[config.mk]
export PLATFORM = sky130hd
export DESIGN_NAME = i2s_tx_frame_sched
export DESIGN_NICKNAME = d
export VERILOG_FILES = /design/src/rtl/i2s_tx_frame_sched.sv
export SDC_FILE = /design/constraint.sdc
export NUM_CORES = 1
export LEC_CHECK = 0
export CAP_MARGIN = 20
export CORE_ASPECT_RATIO = 0.6
export CORE_UTILIZATION = 46
export DETAILED_ROUTE_END_ITERATION = 8
export HOLD_SLACK_MARGIN = 0.03
export PLACE_DENSITY = 0.75
export RECOVER_POWER = 100
export SYNTH_ARGS = -nofsm -noshare
export SYNTH_HDL_FRONTEND = slang
export SYNTH_SLANG_ARGS = --single-unit
export TNS_END_PERCENT = 5
[constraint.sdc]
create_clock -name bclk -period 2.7 [get_ports bclk]
set_input_delay 0.54 -clock bclk [delete_from_list [all_inputs] [get_ports bclk]]
set_output_delay 0.54 -clock bclk [all_outputs]
set_load 0.05 [all_outputs]
[src/rtl/i2s_tx_frame_sched.sv]
// I2S transmit frame scheduler: generates lrclk framing in the bclk domain, fetches
// samples from the TX FIFO, stages them and strobes them into the output shifter.
module i2s_tx_frame_sched #(
  parameter int unsigned SAMPLE_WIDTH = 24,
  parameter int unsigned SLOT_WIDTH   = 32,
  parameter logic        I2S_MODE     = 1'b0
) (
  input  logic                    bclk,
  input  logic                    resetn,
  input  logic                    enable,
  input  logic                    fifo_empty,
  output logic                    fifo_rd_en,
  input  logic [SAMPLE_WIDTH-1:0] fifo_rdata,
  output logic                    lrclk,
  output logic                    load,
  output logic [SAMPLE_WIDTH-1:0] sample_out,
  output logic                    underflow,
  output logic [7:0]              underflow_cnt,
  output logic                    busy
);

  localparam int unsigned CNT_W = $clog2(SLOT_WIDTH);

  localparam logic [CNT_W-1:0] CNT_LAST  = CNT_W'(SLOT_WIDTH - 1);
  localparam logic [CNT_W-1:0] CNT_FETCH = CNT_W'(SLOT_WIDTH - 4);
  localparam logic [CNT_W-1:0] CNT_CAPT  = CNT_W'(SLOT_WIDTH - 3);
  // lrclk leads the slot MSB by one bclk in I2S mode
  localparam logic [CNT_W-1:0] CNT_LRCLK = (I2S_MODE == 1'b1) ? CNT_W'(SLOT_WIDTH - 2)
                                                              : CNT_W'(SLOT_WIDTH - 1);

  localparam logic [1:0] ST_IDLE  = 2'd0;
  localparam logic [1:0] ST_PRIME = 2'd1;
  localparam logic [1:0] ST_RUN   = 2'd2;

  logic [1:0]              state_q, state_d;
  logic [CNT_W-1:0]        slot_cnt_q, slot_cnt_d;
  logic                    channel_q, channel_d;
  logic                    lrclk_q, lrclk_d;
  logic                    fifo_rd_en_q, fifo_rd_en_d;
  logic                    load_q, load_d;
  logic [SAMPLE_WIDTH-1:0] sample_out_q, sample_out_d;
  logic [SAMPLE_WIDTH-1:0] staged_q, staged_d;
  logic                    underflow_q, underflow_d;
  logic [7:0]              underflow_cnt_q, underflow_cnt_d;
  logic                    busy_q, busy_d;
  logic                    mute_q, mute_d;
  logic                    stop_q, stop_d;
  logic                    fetch_c;
  logic                    suppress_c;

  // Next-state and output decode; registered outputs are decoded from next-state
  // values so each strobe is visible in the slot_cnt cycle it belongs to.
  always_comb begin
    state_d         = state_q;
    slot_cnt_d      = slot_cnt_q;
    channel_d       = channel_q;
    lrclk_d         = lrclk_q;
    fifo_rd_en_d    = 1'b0;
    load_d          = 1'b0;
    sample_out_d    = sample_out_q;
    staged_d        = staged_q;
    underflow_d     = 1'b0;
    underflow_cnt_d = underflow_cnt_q;
    mute_d          = mute_q;
    stop_d          = stop_q;
    fetch_c         = 1'b0;
    suppress_c      = 1'b0;

    case (state_q)
      ST_IDLE: begin
        if (enable) begin
          state_d    = ST_PRIME;
          slot_cnt_d = CNT_FETCH;
          channel_d  = 1'b1;
        end
      end
      ST_PRIME: begin
        if (slot_cnt_q == CNT_LAST) begin
          state_d    = ST_RUN;
          slot_cnt_d = '0;
          channel_d  = 1'b0;
        end else begin
          slot_cnt_d = slot_cnt_q + CNT_W'(1);
        end
      end
      ST_RUN: begin
        if (slot_cnt_q == CNT_LAST) begin
          slot_cnt_d = '0;
          if (channel_q && stop_q) begin
            state_d   = ST_IDLE;
            channel_d = 1'b1;
          end else begin
            channel_d = ~channel_q;
          end
        end else begin
          slot_cnt_d = slot_cnt_q + CNT_W'(1);
        end
      end
      default: begin
        state_d    = ST_IDLE;
        slot_cnt_d = '0;
        channel_d  = 1'b1;
      end
    endcase

    // A pending stop keeps lrclk high so the return to IDLE makes no extra edge
    if (state_q == ST_IDLE) begin
      lrclk_d = 1'b1;
    end else if (slot_cnt_q == CNT_LRCLK) begin
      lrclk_d = (state_q == ST_PRIME) ? 1'b0 : (stop_q | ~channel_q);
    end

    fetch_c    = (state_d != ST_IDLE) && (slot_cnt_d == CNT_FETCH);
    suppress_c = fetch_c && (state_d == ST_RUN) && channel_d && !enable;

    if (fetch_c) begin
      stop_d = suppress_c;
      mute_d = suppress_c | fifo_empty;
      if (!suppress_c) begin
        if (!fifo_empty) begin
          fifo_rd_en_d = 1'b1;
        end else begin
          underflow_d = 1'b1;
          if (underflow_cnt_q != 8'hFF) begin
            underflow_cnt_d = underflow_cnt_q + 8'd1;
          end
        end
      end
    end

    // FIFO data is valid the cycle after the read strobe
    if ((state_q != ST_IDLE) && (slot_cnt_q == CNT_CAPT)) begin
      staged_d = mute_q ? '0 : fifo_rdata;
    end

    if ((state_d != ST_IDLE) && (slot_cnt_d == CNT_LAST) && !stop_d) begin
      load_d       = 1'b1;
      sample_out_d = staged_q;
    end

    if (state_d == ST_IDLE) begin
      stop_d = 1'b0;
    end

    busy_d = (state_d != ST_IDLE);
  end

  // State and output registers
  always_ff @(posedge bclk or negedge resetn) begin
    if (!resetn) begin
      state_q         <= ST_IDLE;
      slot_cnt_q      <= '0;
      channel_q       <= 1'b1;
      lrclk_q         <= 1'b1;
      fifo_rd_en_q    <= 1'b0;
      load_q          <= 1'b0;
      sample_out_q    <= '0;
      staged_q        <= '0;
      underflow_q     <= 1'b0;
      underflow_cnt_q <= '0;
      busy_q          <= 1'b0;
      mute_q          <= 1'b0;
      stop_q          <= 1'b0;
    end else begin
      state_q         <= state_d;
      slot_cnt_q      <= slot_cnt_d;
      channel_q       <= channel_d;
      lrclk_q         <= lrclk_d;
      fifo_rd_en_q    <= fifo_rd_en_d;
      load_q          <= load_d;
      sample_out_q    <= sample_out_d;
      staged_q        <= staged_d;
      underflow_q     <= underflow_d;
      underflow_cnt_q <= underflow_cnt_d;
      busy_q          <= busy_d;
      mute_q          <= mute_d;
      stop_q          <= stop_d;
    end
  end

  assign fifo_rd_en    = fifo_rd_en_q;
  assign lrclk         = lrclk_q;
  assign load          = load_q;
  assign sample_out    = sample_out_q;
  assign underflow     = underflow_q;
  assign underflow_cnt = underflow_cnt_q;
  assign busy          = busy_q;

endmodule

* Yosys cells after proc, flatten, opt, wreduce, memory -nomap -nowiden
Index checks and enable logic that the tools add are counted.
** Word-level totals
- Flip-flop bits (word level) :: 71
- Output and inout bits :: 37
- Word-level logic and storage cells :: 70
- Input port bits :: 28
** Cells by class
- Add/subtract/negate cells :: 2
- Mux-type cells :: 26
- Bitwise operators :: 4
- Reduce and logical (&&, ||, !) cells :: 17
- Equality and inequality tests :: 8
** Operator list (number)
- two-way mux 24 bit :: 1
- equality test 5 bit, second input constant :: 4
- two-way mux 1 bit :: 16
- two-way mux 5 bit :: 2
- case mux 5 bit (2 select lines) :: 1
- adder 8 x 1 -> 8 bit, second input constant :: 1
- logical AND 1 bit :: 8
- two-way mux 2 bit :: 4
- inequality test 8 bit, second input constant :: 1
- case mux 2 bit (3 select lines) :: 1
- nonzero test 2 bit :: 3
- adder 5 x 1 -> 5 bit, second input constant :: 1
- equality test 2 bit, second input constant :: 2
- logical NOT 2 bit :: 2
- AND reduction 4 bit :: 1
- case mux 1 bit (3 select lines) :: 1
- equality test 2 x 1 -> 1 bit, second input constant :: 1
- logical NOT 1 bit :: 2
- NOT 1 bit :: 2
- OR 1 bit :: 2
- OR reduction 2 bit :: 1

* Longest topological paths before layout
- Word-level depth :: 13
- Gate-level depth with buffers :: 11
- Mapped depth without buffers :: 9

* Least setup slack after synthesis
OpenSTA, ideal clock, no wires.
- Path type :: register to register
- Start :: register slot_cnt_q[0]
- End :: register sample_out_q[0], in the netlist sample_out[0]
- Path buffers :: 2
- Clock period less this slack :: 2671 ps
- Required time :: 2575 ps
- Cell stages (with the launch flop) :: 11
- Arrival :: 2546 ps
- Path slack :: 29 ps
- Cell sequence :: dfrtp_1 ha_1 and3_1 ha_1 or3b_1 a21oi_2 nor3b_2 and4_1 buf_4 buf_6 mux2_4
** Between the ends
- Word-level cells in the longest chain between the ends :: 11
- Elaborated cells on any way between the ends :: 23
- Classes of those cells :: add/sub: 1; eq/ne: 4; mux: 10; reduce/logical: 8
** Ends and longest elaborated chain
- start: declaration :: RTL line 36 : logic [CNT_W-1:0] slot_cnt_q, slot_cnt_d;
- start signal: assignment :: RTL line 166 : slot_cnt_q <= slot_cnt_d;
- adder 5 x 1 -> 5 bit or equality test 5 bit (tied branches)
- two-way mux 5 bit :: RTL line 78, 87
- case mux 5 bit (2 select lines) (*) :: RTL line 69 : case (state_q)
- via slot_cnt_d[0] :: RTL line 36
- equality test 5 bit :: RTL line 113 : fetch_c = (state_d != ST_IDLE) && (slot_cnt_d == CNT_FETCH);
- logical AND 1 bit :: RTL line 113
- logical AND 1 bit (3 in series) :: RTL line 114 : suppress_c = fetch_c && (state_d == ST_RUN) && channel_d && !enable;
- two-way mux 1 bit :: RTL line 116 : if (fetch_c) begin
- logical NOT 1 bit :: RTL line 136 : if ((state_d != ST_IDLE) && (slot_cnt_d == CNT_LAST) && !stop_d) begin
- logical AND 1 bit (*) :: RTL line 136
- end signal: assignment :: RTL line 171 : sample_out_q <= sample_out_d;
- end: declaration :: RTL line 41 : logic [SAMPLE_WIDTH-1:0] sample_out_q, sample_out_d;
The timed path passes the listed nets; every way through them passes the cells marked *.
A chain may end at the register's enable or synchronous reset.

* Final worst setup path
- Start :: register slot_cnt_q[1]
- End :: register sample_out_q[19], in the netlist sample_out[19]
** Between the ends
- Word-level cells in the longest chain between the ends :: 11
- Elaborated cells on any way between the ends :: 23
- Classes of those cells :: add/sub: 1; eq/ne: 4; mux: 10; reduce/logical: 8
** Ends and longest elaborated chain (RTL line)
- equality test 5 bit (*) :: 78, 87
- two-way mux 5 bit (*) :: 78, 87
- case mux 5 bit (2 select lines) (*) :: 69
- via slot_cnt_d[0] :: 36
- equality test 5 bit :: 113
- logical AND 1 bit :: 113
- logical AND 1 bit (3 in series) :: 114
- two-way mux 1 bit :: 116
- logical NOT 1 bit :: 136
- logical AND 1 bit (*) :: 136
Marks and branches as above.

==> metrics <==
peak clock frequency supported by timing=0.376 GHz; dpl ws=-0.117 ns; maximum number of pins on one net before global-route repair=26; count of flip-flops with a built-in enable after synthesis=0; Final Max Slew Viols=0; reg2reg end=sample_out[19]; maximum buffer depth of the clock tree=2; final hold vios=0; number of nets in the finished design=403; clock slew at reported path FFs=0.06 ns; count of endpoints failing setup in the final report=0; sequential cell area fraction in the yosys report=0.547; H-tree lvl count=3; fraction of final layout cells with drive strength greater than 1=0.243; number of placed I/O pins=65; Inserted Clock Buffers=9; top cells by instance count after synthesis=dfrtp_1 (69), nand2_1 (54), nand3_1 (28); register bit total from synthesis=between 70 and 80; r2r setup slk=0.04 ns; result of the run=finished, final reports clean; instance count of the mapped netlist=281; cell with the most instances after synthesis=dfrtp_1; FF-to-FF Start=slot_cnt_q[1]; Crit Path Category=flop to flop; antenna viol nets, final=0; residual DRC count=0; average wire per standard cell=about 16 um; number of global-route vias before repair=2344; number of detailed-route iterations in the first pass=4; number of nets produced by synthesis=318; cell repeated most along the worst path=ha_4; clock tree root driver cell=clkbuf_16; launching element type of the critical path=flop; highest routing layer actually used=met4; chip height=approximately 67 um; worst path required time=2.91 ns; actual transition at the worst max-transition pin=1.14 ns; Yosys top cell by area=dfrtp_1; peak ir drop on the vdd network=601 uV; Final GP Congestion=0.863; total core area=6760 um^2; clock tree from TritonCTS=built; Total Routed Length=7.48 mm; met2 routed WL=around 3.3 mm; die boundary width=between 100 and 150 um; Post-Route Hold Slack=0.422 ns; Yosys Warn Count=0; maximum fanout encountered on the critical timing path=6; die area=7420 um^2; CTS sink count=71; final critical path time including I/O delays and setup=2.66 ns; Starting DRT DRC Count=between 100 and 150; number of standard cells in the layout, taps in and fillers out=around 460; number of cells after detailed placement=438; RSZ-0062 raised after global routing=yes; number of antenna repair diodes=0; clock skew after layout=0.00638 ns; wire length on met3=506 um; leakage dissipation=2.05 nW; Syn Std Cell Area=3250 um^2; clock network latency to the later pin of the worst-skew pair=about 0.32 ns; count of buffering cells on the critical path with inverters included=1; signed area change from the synthesized netlist to the final layout=39.3%; slew margin rel.=0.237; worst-case setup margin in the final layout=0.0374 ns; power density of the placed cells=1150 nW/um^2; area taken by multi-input logic gates=1460 um^2; Vias per Instance=5.23; area occupied by registers=1780 um^2; Top Family by Delay on Critical Path=simple AND/OR/NAND/NOR gates; period utilisation layout=0.986; Worst Path Arrival=about 2.9 ns; Fill cells=518; delay contributed by the slowest stage of the critical path=approximately 0.42 ns; via count=2394; antenna violations before repair=0; effective utilization at floorplan=0.481; Port Buffer Count=64; proportion of register bits with asynchronous set or reset after synthesis=1.00; class of the most critical hold timing path=input pin to asynchronous set/reset pin; cell depth of the worst flop-to-flop path=9; number of library cell types mapped by synthesis=between 40 and 50; proportion of netlist area held by the largest area contributor=0.531; most used flip-flop cell after synthesis=dfrtp_1; category of the worst setup path capture point=flop; number of core rows=23; total gr overflow=0; list of cells traversed by the critical path=ha_4, and3_4, ha_4, or3b_4, a21oi_2, nor3b_2, and4_4, buf_6, mux2_2; Post-CTS Hold Fix Bufs=0; synth top area cells=dfrtp_1 (53%), mux2_4 (8.8%), nand2_1 (6.2%); number of max-capacitance violations reported=0; DRT met1 WL=3.65 mm; HPWL after detailed placement=5.08 mm; GR Util All Layers=0.211; CP max stage cell=dfrtp_1; mean area per synthesized cell=11.6 um^2; first-pass GRT wire length=12.0 mm
==> flip-flops by register name, summed over array words and instances, names as in the netlist <==
register       flops
busy               1
channel_q          1
fifo_rd_en         1
load               1
lrclk              1
mute_q             1
sample_out        24
slot_cnt_q         5
staged_q          24
state_q            2
stop_q             1
underflow          1
underflow_cnt      8
==> report_power, final <==
part | total, mW | internal (mW) | switching, mW
clock | 1.16 | 0.716 | 0.447
sequential | 1.79 | 1.49 | 0.307
combinational | 2.23 | 0.911 | 1.32
total | 5.19 | 3.11 | 2.07
==> how the worst max path moves through the flow <==
stage / startpoint / slack, ns / endpoint / cells after the start
after floorplan: slot_cnt_q[0] / 0.03 / sample_out[0] / 10
after detailed placement: enable / -0.12 / underflow_cnt[6] / 8
final: slot_cnt_q[1] / 0.04 / sample_out[19] / 9
after CTS: slot_cnt_q[1] / -0.02 / underflow_cnt[6] / 10
after global placement: enable / -0.04 / underflow_cnt[6] / 8
after global routing: slot_cnt_q[1] / -0.04 / sample_out[21] / 9
==> area by class of cell <==
type | count | area share
well taps | 87 | 0.0240
repair buffers | 88 | 0.189
multi-input cells | 189 | 0.322
flip-flops and latches | 71 | 0.393
clock buffers | 9 | 0.0497
inverters | 7 | 0.00608
clock inverters | 7 | 0.0160
==> per-layer routing <==
layer  track usage  up-vias
met4        0.0383        0
li1              -     1151
met2         0.310       83
met3        0.0727        2
met1         0.306     1158
met5             0        -
==> worst reg2reg max path: stages, from the launching register on <==
cell	delay [ns]
dfrtp_1	0.42
ha_4	0.19
and3_4	0.19
ha_4	0.17
or3b_4	0.37
a21oi_2	0.19
nor3b_2	0.19
and4_4	0.34
buf_6	0.16
mux2_2	0.33
==> layout by cell type, fill, tap and decap left out, types with 3 or more instances in the layout <==
master / n
nand3b_1: 3
ha_1: 7
nand4_1: 4
clkbuf_1: 5
nand3_1: 28
mux2_4: 19
inv_1: 6
clkdlybuf4s50_1: 63
a21oi_1: 4
clkinv_2: 3
o21ai_0: 4
nor2_1: 7
xor2_1: 7
mux2_2: 5
nor4_2: 3
clkbuf_16: 10
dfrtp_1: 69
buf_4: 15
nand2_1: 54
==> cells by family after synthesis <==
kind of cell	after synthesis	synth area share
muxes	27	0.115
adders and majority gates	9	0.0346
xor gates and xnor gates	7	0.0188
buffers and inverters	21	0.0312
DFF	71	0.547
AOI/OAI and AO/OA	19	0.0419
and+or+nand+nor	127	0.212
==> stage by stage <==
| stage | TNS [ns] | total power [mW] | area (um^2) | utilization |
|---|---|---|---|---|
| after global routing | -0.255 | 5.46 | 4530 | 0.670 |
| after CTS | -0.0233 | 5.11 | 4430 | 0.654 |
| after detailed placement | -0.518 | 3.91 | 4090 | 0.605 |
| after floorplan | 0 | 3.17 | 3250 | - |
| after global placement | -0.0551 | 3.85 | 4090 | 0.605 |
| final | 0 | 5.19 | 4530 | 0.670 |
==> what timing repair did <==
action                                 in CTS  in global routing
pin swaps                                   2                  6
gates resized for setup                     5                 13
endpoints found under the hold margin       0                  0
buffers inserted                            0                  2
setup endpoints to repair                  26                 33
gates cloned                                1                  1
No activity file was read; power rests on OpenSTA's default activity.
